File: src/rtl/mips_multicycle_control_if.sv
// Control bundle between the multicycle sequencer and the MIPS datapath.
// The master side is the sequencer: it reads instruction fields and memory
// status, and it drives every datapath enable and mux select.
interface mips_multicycle_control_if;
  logic [5:0]  opcode;
  logic [5:0]  funct;
  logic        alu_zero;
  logic        mem_ready;
  logic        pc_write;
  logic        pc_write_cond;
  logic [1:0]  pc_source;
  logic        ir_write;
  logic        iord;
  logic        mem_read;
  logic        mem_write;
  logic [1:0]  mem_toreg;
  logic [1:0]  reg_dst;
  logic        reg_write;
  logic        alu_src_a;
  logic [1:0]  alu_src_b;
  logic [1:0]  alu_op;
  logic [3:0]  state;
  logic        instr_retired;
  logic [31:0] retired_count;
  logic        err_illegal_opcode;
  logic        err_mem_timeout;

  modport master (
    input  opcode, funct, alu_zero, mem_ready,
    output pc_write, pc_write_cond, pc_source, ir_write, iord, mem_read,
           mem_write, mem_toreg, reg_dst, reg_write, alu_src_a, alu_src_b,
           alu_op, state, instr_retired, retired_count, err_illegal_opcode,
           err_mem_timeout
  );

  modport slave (
    output opcode, funct, alu_zero, mem_ready,
    input  pc_write, pc_write_cond, pc_source, ir_write, iord, mem_read,
           mem_write, mem_toreg, reg_dst, reg_write, alu_src_a, alu_src_b,
           alu_op, state, instr_retired, retired_count, err_illegal_opcode,
           err_mem_timeout
  );
endinterface

File: src/rtl/mips_multicycle_control.sv
// Multicycle MIPS control FSM. Steps each instruction through fetch, decode,
// execute, memory and writeback over one shared memory port, waits on
// mem_ready with a bounded wait counter, and counts retired instructions.
module mips_multicycle_control #(
  parameter int MEM_TIMEOUT = 16
) (
  input logic                       clock,
  input logic                       reset_n,
  mips_multicycle_control_if.master bus
);
  localparam logic [3:0] S_FETCH    = 4'd0;
  localparam logic [3:0] S_DECODE   = 4'd1;
  localparam logic [3:0] S_MEMADDR  = 4'd2;
  localparam logic [3:0] S_MEMREAD  = 4'd3;
  localparam logic [3:0] S_MEMWB    = 4'd4;
  localparam logic [3:0] S_MEMWRITE = 4'd5;
  localparam logic [3:0] S_EXECUTE  = 4'd6;
  localparam logic [3:0] S_RTYPEWB  = 4'd7;
  localparam logic [3:0] S_BRANCH   = 4'd8;
  localparam logic [3:0] S_JUMP     = 4'd9;
  localparam logic [3:0] S_IMMEXEC  = 4'd10;
  localparam logic [3:0] S_IMMWB    = 4'd11;
  localparam logic [3:0] S_JAL      = 4'd12;
  localparam logic [3:0] S_ERROR    = 4'd15;

  localparam logic [5:0] OP_RTYPE = 6'h00;
  localparam logic [5:0] OP_J     = 6'h02;
  localparam logic [5:0] OP_JAL   = 6'h03;
  localparam logic [5:0] OP_BEQ   = 6'h04;
  localparam logic [5:0] OP_ADDI  = 6'h08;
  localparam logic [5:0] OP_LW    = 6'h23;
  localparam logic [5:0] OP_SW    = 6'h2B;

  // Counter value seen on the last permitted wait cycle; a miss here times out.
  localparam logic [7:0] WAIT_LAST = 8'(MEM_TIMEOUT - 1);

  logic [3:0]  state_reg, state_next;
  logic [7:0]  wait_reg;
  logic [31:0] retired_reg;
  logic        err_illegal_reg, err_timeout_reg;
  logic        mem_wait_state, timeout_hit, illegal_hit, retire;
  logic        unused_inputs;

  // funct goes to ALU control and alu_zero gates pc_write_cond in the datapath.
  assign unused_inputs = ^{bus.funct, bus.alu_zero};

  assign mem_wait_state = (state_reg == S_FETCH) || (state_reg == S_MEMREAD) ||
                          (state_reg == S_MEMWRITE);
  // mem_ready on the final allowed cycle wins over the timeout.
  assign timeout_hit = mem_wait_state && !bus.mem_ready && (wait_reg == WAIT_LAST);

  assign bus.state              = state_reg;
  assign bus.retired_count      = retired_reg;
  assign bus.err_illegal_opcode = err_illegal_reg;
  assign bus.err_mem_timeout    = err_timeout_reg;
  assign bus.instr_retired      = retire;

  // Next-state selection, including opcode dispatch and error entry.
  always_comb begin
    state_next  = state_reg;
    illegal_hit = 1'b0;
    case (state_reg)
      S_FETCH: begin
        if (bus.mem_ready)  state_next = S_DECODE;
        else if (timeout_hit) state_next = S_ERROR;
      end
      S_DECODE: begin
        case (bus.opcode)
          OP_RTYPE:     state_next = S_EXECUTE;
          OP_LW, OP_SW: state_next = S_MEMADDR;
          OP_BEQ:       state_next = S_BRANCH;
          OP_J:         state_next = S_JUMP;
          OP_JAL:       state_next = S_JAL;
          OP_ADDI:      state_next = S_IMMEXEC;
          default: begin
            state_next  = S_ERROR;
            illegal_hit = 1'b1;
          end
        endcase
      end
      S_MEMADDR: state_next = (bus.opcode == OP_SW) ? S_MEMWRITE : S_MEMREAD;
      S_MEMREAD: begin
        if (bus.mem_ready)  state_next = S_MEMWB;
        else if (timeout_hit) state_next = S_ERROR;
      end
      S_MEMWRITE: begin
        if (bus.mem_ready)  state_next = S_FETCH;
        else if (timeout_hit) state_next = S_ERROR;
      end
      S_EXECUTE:                                    state_next = S_RTYPEWB;
      S_IMMEXEC:                                    state_next = S_IMMWB;
      S_MEMWB, S_RTYPEWB, S_IMMWB, S_BRANCH, S_JUMP, S_JAL: state_next = S_FETCH;
      S_ERROR:                                      state_next = S_ERROR;
      default:                                      state_next = S_ERROR;
    endcase
  end

  // Per-state control outputs; everything is held low while reset_n is low.
  always_comb begin
    bus.pc_write      = 1'b0;
    bus.pc_write_cond = 1'b0;
    bus.pc_source     = 2'd0;
    bus.ir_write      = 1'b0;
    bus.iord          = 1'b0;
    bus.mem_read      = 1'b0;
    bus.mem_write     = 1'b0;
    bus.mem_toreg     = 2'd0;
    bus.reg_dst       = 2'd0;
    bus.reg_write     = 1'b0;
    bus.alu_src_a     = 1'b0;
    bus.alu_src_b     = 2'd0;
    bus.alu_op        = 2'd0;
    retire            = 1'b0;
    if (reset_n) begin
      case (state_reg)
        S_FETCH: begin
          bus.mem_read  = 1'b1;
          bus.alu_src_b = 2'd1;
          bus.ir_write  = bus.mem_ready;
          bus.pc_write  = bus.mem_ready;
        end
        S_DECODE: bus.alu_src_b = 2'd3;
        S_MEMADDR, S_IMMEXEC: begin
          bus.alu_src_a = 1'b1;
          bus.alu_src_b = 2'd2;
        end
        S_MEMREAD: begin
          bus.mem_read = 1'b1;
          bus.iord     = 1'b1;
        end
        S_MEMWB: begin
          bus.reg_write = 1'b1;
          bus.mem_toreg = 2'd1;
          retire        = 1'b1;
        end
        S_MEMWRITE: begin
          bus.mem_write = 1'b1;
          bus.iord      = 1'b1;
          retire        = bus.mem_ready;
        end
        S_EXECUTE: begin
          bus.alu_src_a = 1'b1;
          bus.alu_op    = 2'd2;
        end
        S_RTYPEWB: begin
          bus.reg_write = 1'b1;
          bus.reg_dst   = 2'd1;
          retire        = 1'b1;
        end
        S_IMMWB: begin
          bus.reg_write = 1'b1;
          retire        = 1'b1;
        end
        S_BRANCH: begin
          bus.alu_src_a     = 1'b1;
          bus.alu_op        = 2'd1;
          bus.pc_write_cond = 1'b1;
          bus.pc_source     = 2'd1;
          retire            = 1'b1;
        end
        S_JUMP: begin
          bus.pc_write  = 1'b1;
          bus.pc_source = 2'd2;
          retire        = 1'b1;
        end
        S_JAL: begin
          bus.reg_write = 1'b1;
          bus.reg_dst   = 2'd2;
          bus.mem_toreg = 2'd2;
          bus.pc_write  = 1'b1;
          bus.pc_source = 2'd2;
          retire        = 1'b1;
        end
        default: ;
      endcase
    end
  end

  // State register and memory wait counter; any state change restarts the count.
  always_ff @(posedge clock) begin
    if (!reset_n) begin
      state_reg <= S_FETCH;
      wait_reg  <= 8'd0;
    end else begin
      state_reg <= state_next;
      if (state_next != state_reg)
        wait_reg <= 8'd0;
      else if (mem_wait_state && !bus.mem_ready)
        wait_reg <= wait_reg + 8'd1;
    end
  end

  // Retired-instruction counter (wraps naturally) and sticky error flags.
  always_ff @(posedge clock) begin
    if (!reset_n) begin
      retired_reg     <= 32'd0;
      err_illegal_reg <= 1'b0;
      err_timeout_reg <= 1'b0;
    end else begin
      if (retire)      retired_reg     <= retired_reg + 32'd1;
      if (illegal_hit) err_illegal_reg <= 1'b1;
      if (timeout_hit) err_timeout_reg <= 1'b1;
    end
  end
endmodule

File: src/flat_wrapper.sv
// flat-port wrapper written by rule: the top's interface ports become plain ports
module mips_multicycle_control_flat 
#(
  parameter int MEM_TIMEOUT = 16
)
  (clock, reset_n, bus_opcode, bus_funct, bus_alu_zero, bus_mem_ready, bus_pc_write, bus_pc_write_cond, bus_pc_source, bus_ir_write, bus_iord, bus_mem_read, bus_mem_write, bus_mem_toreg, bus_reg_dst, bus_reg_write, bus_alu_src_a, bus_alu_src_b, bus_alu_op, bus_state, bus_instr_retired, bus_retired_count, bus_err_illegal_opcode, bus_err_mem_timeout);
  mips_multicycle_control_if bus_i ();
  input logic clock;
  input logic reset_n;
  input wire logic [$bits(bus_i.opcode)-1:0] bus_opcode;
  input wire logic [$bits(bus_i.funct)-1:0] bus_funct;
  input wire logic [$bits(bus_i.alu_zero)-1:0] bus_alu_zero;
  input wire logic [$bits(bus_i.mem_ready)-1:0] bus_mem_ready;
  output wire logic [$bits(bus_i.pc_write)-1:0] bus_pc_write;
  output wire logic [$bits(bus_i.pc_write_cond)-1:0] bus_pc_write_cond;
  output wire logic [$bits(bus_i.pc_source)-1:0] bus_pc_source;
  output wire logic [$bits(bus_i.ir_write)-1:0] bus_ir_write;
  output wire logic [$bits(bus_i.iord)-1:0] bus_iord;
  output wire logic [$bits(bus_i.mem_read)-1:0] bus_mem_read;
  output wire logic [$bits(bus_i.mem_write)-1:0] bus_mem_write;
  output wire logic [$bits(bus_i.mem_toreg)-1:0] bus_mem_toreg;
  output wire logic [$bits(bus_i.reg_dst)-1:0] bus_reg_dst;
  output wire logic [$bits(bus_i.reg_write)-1:0] bus_reg_write;
  output wire logic [$bits(bus_i.alu_src_a)-1:0] bus_alu_src_a;
  output wire logic [$bits(bus_i.alu_src_b)-1:0] bus_alu_src_b;
  output wire logic [$bits(bus_i.alu_op)-1:0] bus_alu_op;
  output wire logic [$bits(bus_i.state)-1:0] bus_state;
  output wire logic [$bits(bus_i.instr_retired)-1:0] bus_instr_retired;
  output wire logic [$bits(bus_i.retired_count)-1:0] bus_retired_count;
  output wire logic [$bits(bus_i.err_illegal_opcode)-1:0] bus_err_illegal_opcode;
  output wire logic [$bits(bus_i.err_mem_timeout)-1:0] bus_err_mem_timeout;
  assign bus_i.opcode = bus_opcode;
  assign bus_i.funct = bus_funct;
  assign bus_i.alu_zero = bus_alu_zero;
  assign bus_i.mem_ready = bus_mem_ready;
  assign bus_pc_write = bus_i.pc_write;
  assign bus_pc_write_cond = bus_i.pc_write_cond;
  assign bus_pc_source = bus_i.pc_source;
  assign bus_ir_write = bus_i.ir_write;
  assign bus_iord = bus_i.iord;
  assign bus_mem_read = bus_i.mem_read;
  assign bus_mem_write = bus_i.mem_write;
  assign bus_mem_toreg = bus_i.mem_toreg;
  assign bus_reg_dst = bus_i.reg_dst;
  assign bus_reg_write = bus_i.reg_write;
  assign bus_alu_src_a = bus_i.alu_src_a;
  assign bus_alu_src_b = bus_i.alu_src_b;
  assign bus_alu_op = bus_i.alu_op;
  assign bus_state = bus_i.state;
  assign bus_instr_retired = bus_i.instr_retired;
  assign bus_retired_count = bus_i.retired_count;
  assign bus_err_illegal_opcode = bus_i.err_illegal_opcode;
  assign bus_err_mem_timeout = bus_i.err_mem_timeout;
  mips_multicycle_control #(.MEM_TIMEOUT(MEM_TIMEOUT)) u_core (.clock(clock), .reset_n(reset_n), .bus(bus_i));
endmodule
File: config.mk
export PLATFORM = sky130hd
export DESIGN_NAME = mips_multicycle_control_flat
export DESIGN_NICKNAME = d
export VERILOG_FILES = /design/src/rtl/mips_multicycle_control_if.sv /design/src/rtl/mips_multicycle_control.sv /design/src/flat_wrapper.sv
export SDC_FILE = /design/constraint.sdc
export NUM_CORES = 1
export LEC_CHECK = 0
export ABC_CLOCK_PERIOD_IN_PS = 5800
export BUFFER_PORTS_ARGS = -buffer_cell sky130_fd_sc_hd__buf_4
export CAP_MARGIN = 25
export CORE_MARGIN = 8
export CORE_UTILIZATION = 50
export CTS_BUF_LIST = sky130_fd_sc_hd__clkbuf_8
export CTS_CLUSTER_SIZE = 30
export DETAILED_ROUTE_END_ITERATION = 8
export GPL_TIMING_DRIVEN = 1
export PLACE_DENSITY = 0.8
export SYNTH_ARGS = -nofsm -noshare
export SYNTH_HDL_FRONTEND = slang
export SYNTH_SLANG_ARGS = --single-unit
File: constraint.sdc
create_clock -name clock -period 5.8 [get_ports clock]
set_input_delay 0 -clock clock [delete_from_list [all_inputs] [get_ports clock]]
set_output_delay 0 -clock clock [all_outputs]
set_load 0.05 [all_outputs]
; Yosys cells after proc, flatten, opt, wreduce, memory -nomap -nowiden
; Cells that the tools add are included.
[op_classes]
n_addsub = 2
n_mul = 0
div_mod_pow = 0
n_lt_le_gt_ge = 0
eq_ne = 20
n_shift = 0
mux = 37
bitwise_logic = 1
reduce_logical = 17
[ops]
columns = cell, n
row1 = 32-bit by 1-bit adder with 32-bit output (second input constant), 1
row2 = 4-bit one-hot mux with 8 select lines, 1
row3 = 4-bit one-hot mux with 6 select lines, 1
row4 = 4-bit equality test (second input constant), 5
row5 = 1-bit 2-to-1 mux, 18
row6 = 4-bit by 3-bit equality test with 1-bit output (second input constant), 4
row7 = 4-bit 2-to-1 mux, 4
row8 = 2-bit one-hot mux with 2 select lines, 4
row9 = 6-bit by 2-bit equality test with 1-bit output (second input constant), 2
row10 = 6-bit equality test (second input constant), 2
row11 = 2-bit OR reduction, 6
row12 = 2-bit 2-to-1 mux, 5
row13 = 8-bit by 1-bit adder with 8-bit output (second input constant), 1
row14 = 4-bit by 2-bit equality test with 1-bit output (second input constant), 2
row15 = 8-bit by 4-bit equality test with 1-bit output (second input constant), 1
row16 = 4-bit OR reduction, 2
row17 = 7-bit OR reduction, 1
row18 = 6-bit by 3-bit equality test with 1-bit output (second input constant), 1
row19 = 6-bit by 4-bit equality test with 1-bit output (second input constant), 1
row20 = 6-bit zero test, 1
row21 = 2-bit one-hot mux with 3 select lines, 1
row22 = 6-bit OR reduction, 1
row23 = 4-bit by 1-bit equality test with 1-bit output (second input constant), 1
row24 = 4-bit zero test, 1
row25 = 7 further kinds, 10
[totals]
ff_bits = 46
latchBits = 0
ramBits = 0
mem_bits_ro = 0
inputBits = 16
output_inout_bits = 57
word_cells = 82
n_memories = 0

; Longest topological paths before layout
; Gate-level depths: netlist (run 1).
[depth]
depth_word = 10
depth_mapped = 8
mapped_depth_nobuf = 7

; Worst setup path after synthesis (run 1)
; No wires, ideal clock.
[synth_timing]
path_kind = register -> output
startpoint = reg u_core.state_reg[3] (netlist: u_core.bus.state[3])
endpoint = out bus_alu_op[0]
arrival_ps = 3367
required_time_ps = 5800
path_slack_ps = 2433
stages_incl_launch_ff = 6
n_path_buf = 3
path_cell_list = dfxtp_1 -> clkbuf_1 -> clkbuf_1 -> nand2_1 -> nor4_1 -> buf_4
[synth_via]
elab_chain_cells = 3
word_cells_on_any_way = 4
cone_classes = 2 x eq/ne / 2 x mux
[synth_rtl]
columns = item, line_no
row1 = from (decl), mips_multicycle_control.sv:37  ; logic [3:0] state_reg, state_next;
row2 = from (signal assigned), mips_multicycle_control.sv:185  ; state_reg <= state_next;
row3 = 4-bit equality test / 4-bit by 3-bit equality test with 1-bit output (equally long branches), mips_multicycle_control.sv:115  ; case (state_reg)
row4 = 2-bit one-hot mux with 2 select lines (*), mips_multicycle_control.sv:115
row5 = 2-bit 2-to-1 mux (*), mips_multicycle_control.sv:114  ; if (reset_n) begin
row6 = to (decl), flat_wrapper.sv:26  ; output wire logic [$bits(bus_i.alu_op)-1:0] bus_alu_op;
; Every way passes the cells marked *; elsewhere a longest branch is shown, timed or not.

; Final worst setup path (run 1)
[layout_timing]
startpoint = reg u_core.state_reg[0] (netlist: u_core.bus.state[0])
endpoint = reg u_core.wait_reg[6]
[layout_via]
elab_chain_cells = 10
word_cells_on_any_way = 25
cone_classes = 13 x eq/ne / 5 x mux / 7 x reduce/logical
[layout_rtl]
columns = item, line_no
row1 = 4-bit by 2-bit equality test with 1-bit output / 4-bit zero test (equally long branches), "mips_multicycle_control.sv:47, mips_multicycle_control.sv:62"
row2 = 1-bit logical OR (2 in a row), mips_multicycle_control.sv:47  ; assign mem_wait_state = (state_reg == S_FETCH) || (state_reg == S_MEMREAD) ||
row3 = 1-bit logical AND, "mips_multicycle_control.sv:50, mips_multicycle_control.sv:188"
row4 = 1-bit logical AND, mips_multicycle_control.sv:50  ; assign timeout_hit = mem_wait_state && !bus.mem_ready && (wait_reg == WAIT_LAST);
row5 = 4-bit 2-to-1 mux, "mips_multicycle_control.sv:65, mips_multicycle_control.sv:84, mips_multicycle_control.sv:88"
row6 = "4-bit 2-to-1 mux, on equally long branches", "mips_multicycle_control.sv:87, mips_multicycle_control.sv:64, mips_multicycle_control.sv:83"
row7 = 4-bit one-hot mux with 8 select lines, mips_multicycle_control.sv:62  ; case (state_reg)
row8 = 4-bit inequality test, mips_multicycle_control.sv:186  ; if (state_next != state_reg)
row9 = 2-bit OR reduction (no source line), n/a
row10 = to (signal assigned), mips_multicycle_control.sv:189  ; wait_reg <= wait_reg + 8'd1;
row11 = to (decl), mips_multicycle_control.sv:38  ; logic [7:0] wait_reg;
; Parallel ways exist; a longest one is shown, timed or not.
; A chain may end at the register's enable or synchronous reset.

==> impl_metrics.json, run 1 <==
{
  "synth_edf_count": 0,
  "critical_path_class": "flop to flop",
  "wl_met3_um": 381,
  "drive_gt1_frac": 0.213,
  "drtIter0Drc": 161,
  "setup_tns_ps": 0,
  "highest_layer": "met4",
  "yosysTopAreaCellShare": 0.339,
  "yosys-top-cells-count": "nor2_1 (51), dfxtp_1 (46), xnor2_1 (30), nor3_1 (25), nand2_1 (20)",
  "min_from": "bus_opcode[4]",
  "synth-main-ff-cell": "dfxtp_1",
  "cts_max_path_buffers": 2,
  "grt_pass1_wl_mm": 11.7,
  "min_period_ps": 3110,
  "holdWs_ps": 186,
  "clk_pin_slew_worst_paths_ps": 80,
  "cts_resized": 0,
  "postSynthCellCount": 348,
  "met1_length_mm": 2.97,
  "p_leak_uw": 0.00122,
  "post_cts_buffers": 0,
  "vias_per_cell": 5.58,
  "clock_tree.root_cell": "clkbuf_8",
  "hold_viol_final": 0,
  "largest_reg_flops": 32,
  "clock_skew_ps": 9.62,
  "area.growth.synth_to_final_pct": 21.4,
  "clk_latency_ps": 290,
  "cts_tree": "built",
  "tightest_slew_ps": 860,
  "synth_top_area_cell": "dfxtp_1",
  "wirelength_mm": 6.75,
  "seq_area_frac_synth": 0.339,
  "grt_pass1_vias": 2545,
  "crit-reg2reg-launch": "u_core.bus.state[0]",
  "ios": 73,
  "avgSynthCellArea_um2": 7.82,
  "gr-total-overflow": 0,
  "numCtsBuffers": 5,
  "worst_setup_path_end_kind": "flop",
  "synth_nets": 366,
  "port-buffer-count": 65,
  "async_flop_share": 0,
  "htree_levels": 2,
  "rsz0062_at_grt": "no",
  "worstPathArrival_ps": 3260,
  "rows": 27,
  "cp_max_fo": 24,
  "fmax_ghz": 0.322,
  "maxSlewViolCount": 0,
  "grt_max_degree": 42,
  "dp_hpwl_mm": 4.82,
  "power.density_nw_per_um2": 338,
  "grtUsageTotal": 0.166,
  "core-area_um2": 5370,
  "min_period_over_period": 0.535,
  "start_util": 0.506,
  "cts_hold_buf": 0,
  "die_h_um": 89.8,
  "synth_area_um2": 2720,
  "place.gp.congestion": 0.850,
  "fin_area_um2": 3300,
  "antenna_found_initial": 0,
  "clkSinkCount": 46,
  "dr_total_vias": 2628,
  "nets": 416,
  "yosys_register_bits": 46,
  "ys_types": 52,
  "fillers": 497,
  "first_pass_iters": 4,
  "critPathLaunch": "u_core.bus.state[0]",
  "relSlewSlack": 0.427,
  "drc": 0,
  "outcome": "completed",
  "setup_viol": 0,
  "synth_most_common_cell": "nor2_1",
  "hold_class": "input port to flop",
  "synth.area.top_cells": "dfxtp_1 (34%), xnor2_1 (9.7%), nor2_1 (7.0%)",
  "placed_area_um2": 3200,
  "cp.required_ps": 5960,
  "wl_met2_mm": 3.33,
  "drtAntennaViolNets": 0,
  "yosys_warnings": 0,
  "drv_cap": 0,
  "detail_route.wl_per_cell_um": 14.3,
  "ir_drop_mv": 0.216,
  "die_area_um2": 8060,
  "antennaDiodeCount": 0,
  "dieWidth_um": 89.8,
  "worst_setup_path_start_kind": "flop"
}
[path summary, 6_finish.rpt]
path / end / slack (ps) / depth (start not counted)
worst max-delay path: u_core.wait_reg[6] / 2690 / 6
worst min-delay path: u_core.bus.state[3] / 190 / 4
worst max register to register: u_core.wait_reg[6] / 2690 / 6
worst min register to register: u_core.bus.err_illegal_opcode / 480 / 2
[final cells by class]
| class | instances | area, um^2 | area share |
|---|---|---|---|
| clock buffers | 7 | 96.3 | 0.0292 |
| repair buffers | 66 | 495 | 0.150 |
| clock inverters | 1 | 8.76 | 0.00265 |
| well taps | 72 | 90.1 | 0.0273 |
| flip-flops and latches | 46 | 921 | 0.279 |
| inverters | 14 | 52.6 | 0.0159 |
| multi-input cells | 265 | 1640 | 0.496 |
[logic make-up (layout without fill, tap and decap cells)]
kind of cell,after synthesis,in the layout,share of synthesized area
adder cells (fa/ha/maj),2,2,0.00920
multiplexers,3,3,0.0110
XOR/XNOR,38,38,0.125
AND/OR/NAND/NOR,177,177,0.336
flip-flops,46,46,0.339
AO/OA/AOI/OAI,45,45,0.121
buffers and inverters,37,88,0.0589
[routing by layer]
| layer | vias up | track usage |
|---|---|---|
| met1 | 1240 | 0.200 |
| met5 | - | 0 |
| met3 | 5 | 0.0382 |
| met2 | 65 | 0.283 |
| met4 | 0 | 0.0494 |
| li1 | 1318 | - |
[power by group]
group / internal, uW / switching, uW / total [uW]
Sequential: 333 / 67.7 / 401
Clock: 109 / 105 / 214
Combinational: 173 / 327 / 500
[worst max-delay path: stages, from the launching register on]
cell and delay, ps:
dfxtp_1 850, or3b_2 520, o22ai_1 680, a32o_1 340, a2111oi_4 100, xnor2_2 370
nor3_1 110
[placed cells by master, fill, tap and decap left out, types with 2 or more instances in the layout]
master	synthesis	routed
buf_4	3	66
nor2_1	51	51
dfxtp_1	46	46
xnor2_1	30	30
nor3_1	25	25
nand2_1	20	20
nor4_1	15	15
inv_1	13	13
nand3_1	13	13
o21ai_0	13	13
nand4_1	11	11
a21oi_1	10	10
or3_1	7	7
xor2_1	7	7
clkbuf_8	0	7
and3_1	6	6
and2_1	6	6
nand2b_1	5	5
a31oi_1	4	4
nor2b_1	3	3
and4_1	3	3
mux2i_1	3	3
or3b_2	2	2
nor3b_1	2	2
or4_1	2	2
o22ai_1	2	2
a21bo_2	2	2
nand4b_1	2	2
ha_1	2	2
[metrics by stage]
step                power (uW)   util  instances  worst slack, ps
detailed placement         903  0.595        463             2760
global placement           900  0.595        463             2800
finish                    1120  0.615        471             2690
global route              1180  0.615        471             2480
CTS                       1120  0.615        471             2700
floorplan                  787      -        348             2430
Power figures use the tool's default switching activity.
==> run 2: changes to the inputs <==
ABC_CLOCK_PERIOD_IN_PS = 2890   (was 5800)
clock period = 2.89 ns   (was 5.8 ns; I/O delays follow)
==> run 2 against run 1 <==
Effect of this change: critical path depth grew 1; global-route usage grew 0.59 points; maximum frequency up 30%; cell count grew 1.7%; count of clock-buffer cells in the layout fell by 1; sequential cell count unchanged; combinational power grew 130%; setup slack lost 2200 ps; largest power group unchanged; first-iteration DRC count increased by 71%; non-clock buffer count up 8; critical endpoint is now u_core.wait_reg[2].
==> impl_metrics.json, run 2 (same netlist as run 1, synthesis figures left out) <==
{
  "rr_worst_depth": 7,
  "rows": 27,
  "dr_total_vias": 2711,
  "cts_hold_buf": 0,
  "clk_pin_slew_worst_paths_ps": 80,
  "relSlewSlack": 0.651,
  "dp_hpwl_mm": 5.27,
  "p_leak_uw": 0.00125,
  "drc": 0,
  "holdWs_ps": 167,
  "drv_cap": 0,
  "setup_tns_ps": 0,
  "hold_viol_final": 0,
  "worstPathArrival_ps": 2610,
  "numCtsBuffers": 5,
  "whs_path_depth": 4,
  "drive_gt1_frac": 0.238,
  "placed_area_um2": 3280,
  "min_period_ps": 2390,
  "fin_ws_ps": 496,
  "pre_cts_slack_ps": 570,
  "final_common_cell": "buf_4",
  "htree_levels": 2,
  "drtAntennaViolNets": 0,
  "seq_area_um2": 921,
  "mostFrequentLayoutCells": "buf_4 (74), nor2_1 (51), dfxtp_1 (46), xnor2_1 (30), nor3_1 (25)",
  "grtUsageTotal": 0.171,
  "grt_pass1_wl_mm": 12.0,
  "clock_tree.root_cell": "clkbuf_8",
  "antenna_found_initial": 0,
  "hold_class": "input port to flop",
  "clock_skew_ps": 5.56,
  "critical_path_class": "flop to flop",
  "antennaDiodeCount": 0,
  "grt_max_degree": 28,
  "ios": 73,
  "clk_latency_ps": 300,
  "area.growth.synth_to_final_pct": 24.2,
  "drtIter0Drc": 276,
  "power.density_nw_per_um2": 678,
  "port-buffer-count": 65,
  "multiInputGateArea_um2": 1660,
  "place.gp.congestion": 0.916,
  "maxSlewViolCount": 0,
  "cp_max_fo": 15,
  "tightest_slew_ps": 517,
  "wirelength_mm": 7.23,
  "fin_area_um2": 3380,
  "ir_drop_mv": 0.388,
  "worst_setup_path_end_kind": "flop",
  "die_area_um2": 8060,
  "die_h_um": 89.8,
  "min_period_over_period": 0.828,
  "cts_max_path_buffers": 2,
  "nets": 424,
  "p_total_uw": 2290,
  "outcome": "completed",
  "worst_setup_path_start_kind": "flop",
  "start_util": 0.506,
  "fillers": 476,
  "fmax_ghz": 0.418,
  "core-area_um2": 5370,
  "cts_tree": "built",
  "cp.required_ps": 3100,
  "rsz0062_at_grt": "no",
  "grt_pass1_vias": 2588,
  "largest_reg_flops": 32,
  "first_pass_iters": 4,
  "setup_viol": 0,
  "vias_per_cell": 5.66,
  "post_cts_buffers": 0,
  "detail_route.wl_per_cell_um": 15.1,
  "gr-total-overflow": 0,
  "dieWidth_um": 89.8,
  "cts_resized": 0,
  "clkSinkCount": 46
}
[run 2: cell count changes in the layout (fill, tap and decap cells not counted), sizes merged]
cell,delta
buf,+8
clkbuf,-1
clkinvlp,+1
[run 2: area by class of cell]
type                            count  area share
Inverter                           14      0.0156
Sequential cell                    46       0.273
Clock buffer                        6      0.0244
Multi-Input combinational cell    265       0.493
Clock inverter                      2     0.00370
Tap cell                           72      0.0267
Timing Repair Buffer               74       0.164
[run 2: metal layers]
layer,track usage,wire length (um),up-vias
li1,-,-,1337
met1,0.212,3060,1280
met2,0.290,3560,88
met3,0.0441,553,6
met4,0.0367,51,0
met5,0,0,-
[run 2: worst paths after layout]
| path | start | endpoint | slack, ps |
|---|---|---|---|
| setup / recovery | u_core.bus.state[1] | u_core.wait_reg[2] | 500 |
| hold / removal | bus_opcode[4] | u_core.bus.state[3] | 170 |
| setup reg to reg | u_core.bus.state[1] | u_core.wait_reg[2] | 500 |
| hold reg to reg | u_core.bus.err_illegal_opcode | u_core.bus.err_illegal_opcode | 490 |
[run 2: through the flow]
stage	instances	util
floorplan	348	-
global placement	471	0.611
detailed placement	471	0.611
CTS	479	0.629
global route	479	0.629
finish	479	0.629
[run 2: power by group]
part / switching [uW] / internal, uW / total [uW] / leakage, uW
Clock: 213 / 192 / 406 / 0.0000472
Combinational: 779 / 385 / 1160 / 0.000833
Sequential: 50.7 / 669 / 720 / 0.000371
Total: 1040 / 1250 / 2290 / 0.00125
[run 2: worst max-delay path, cell delays in order, from the launching register on]
cell and delay, ps:
dfxtp_1 480, or4_1 550, o22ai_1 230, buf_4 220
nor2_1 50, mux2i_1 140, nand4b_1 350, nor3_1 290
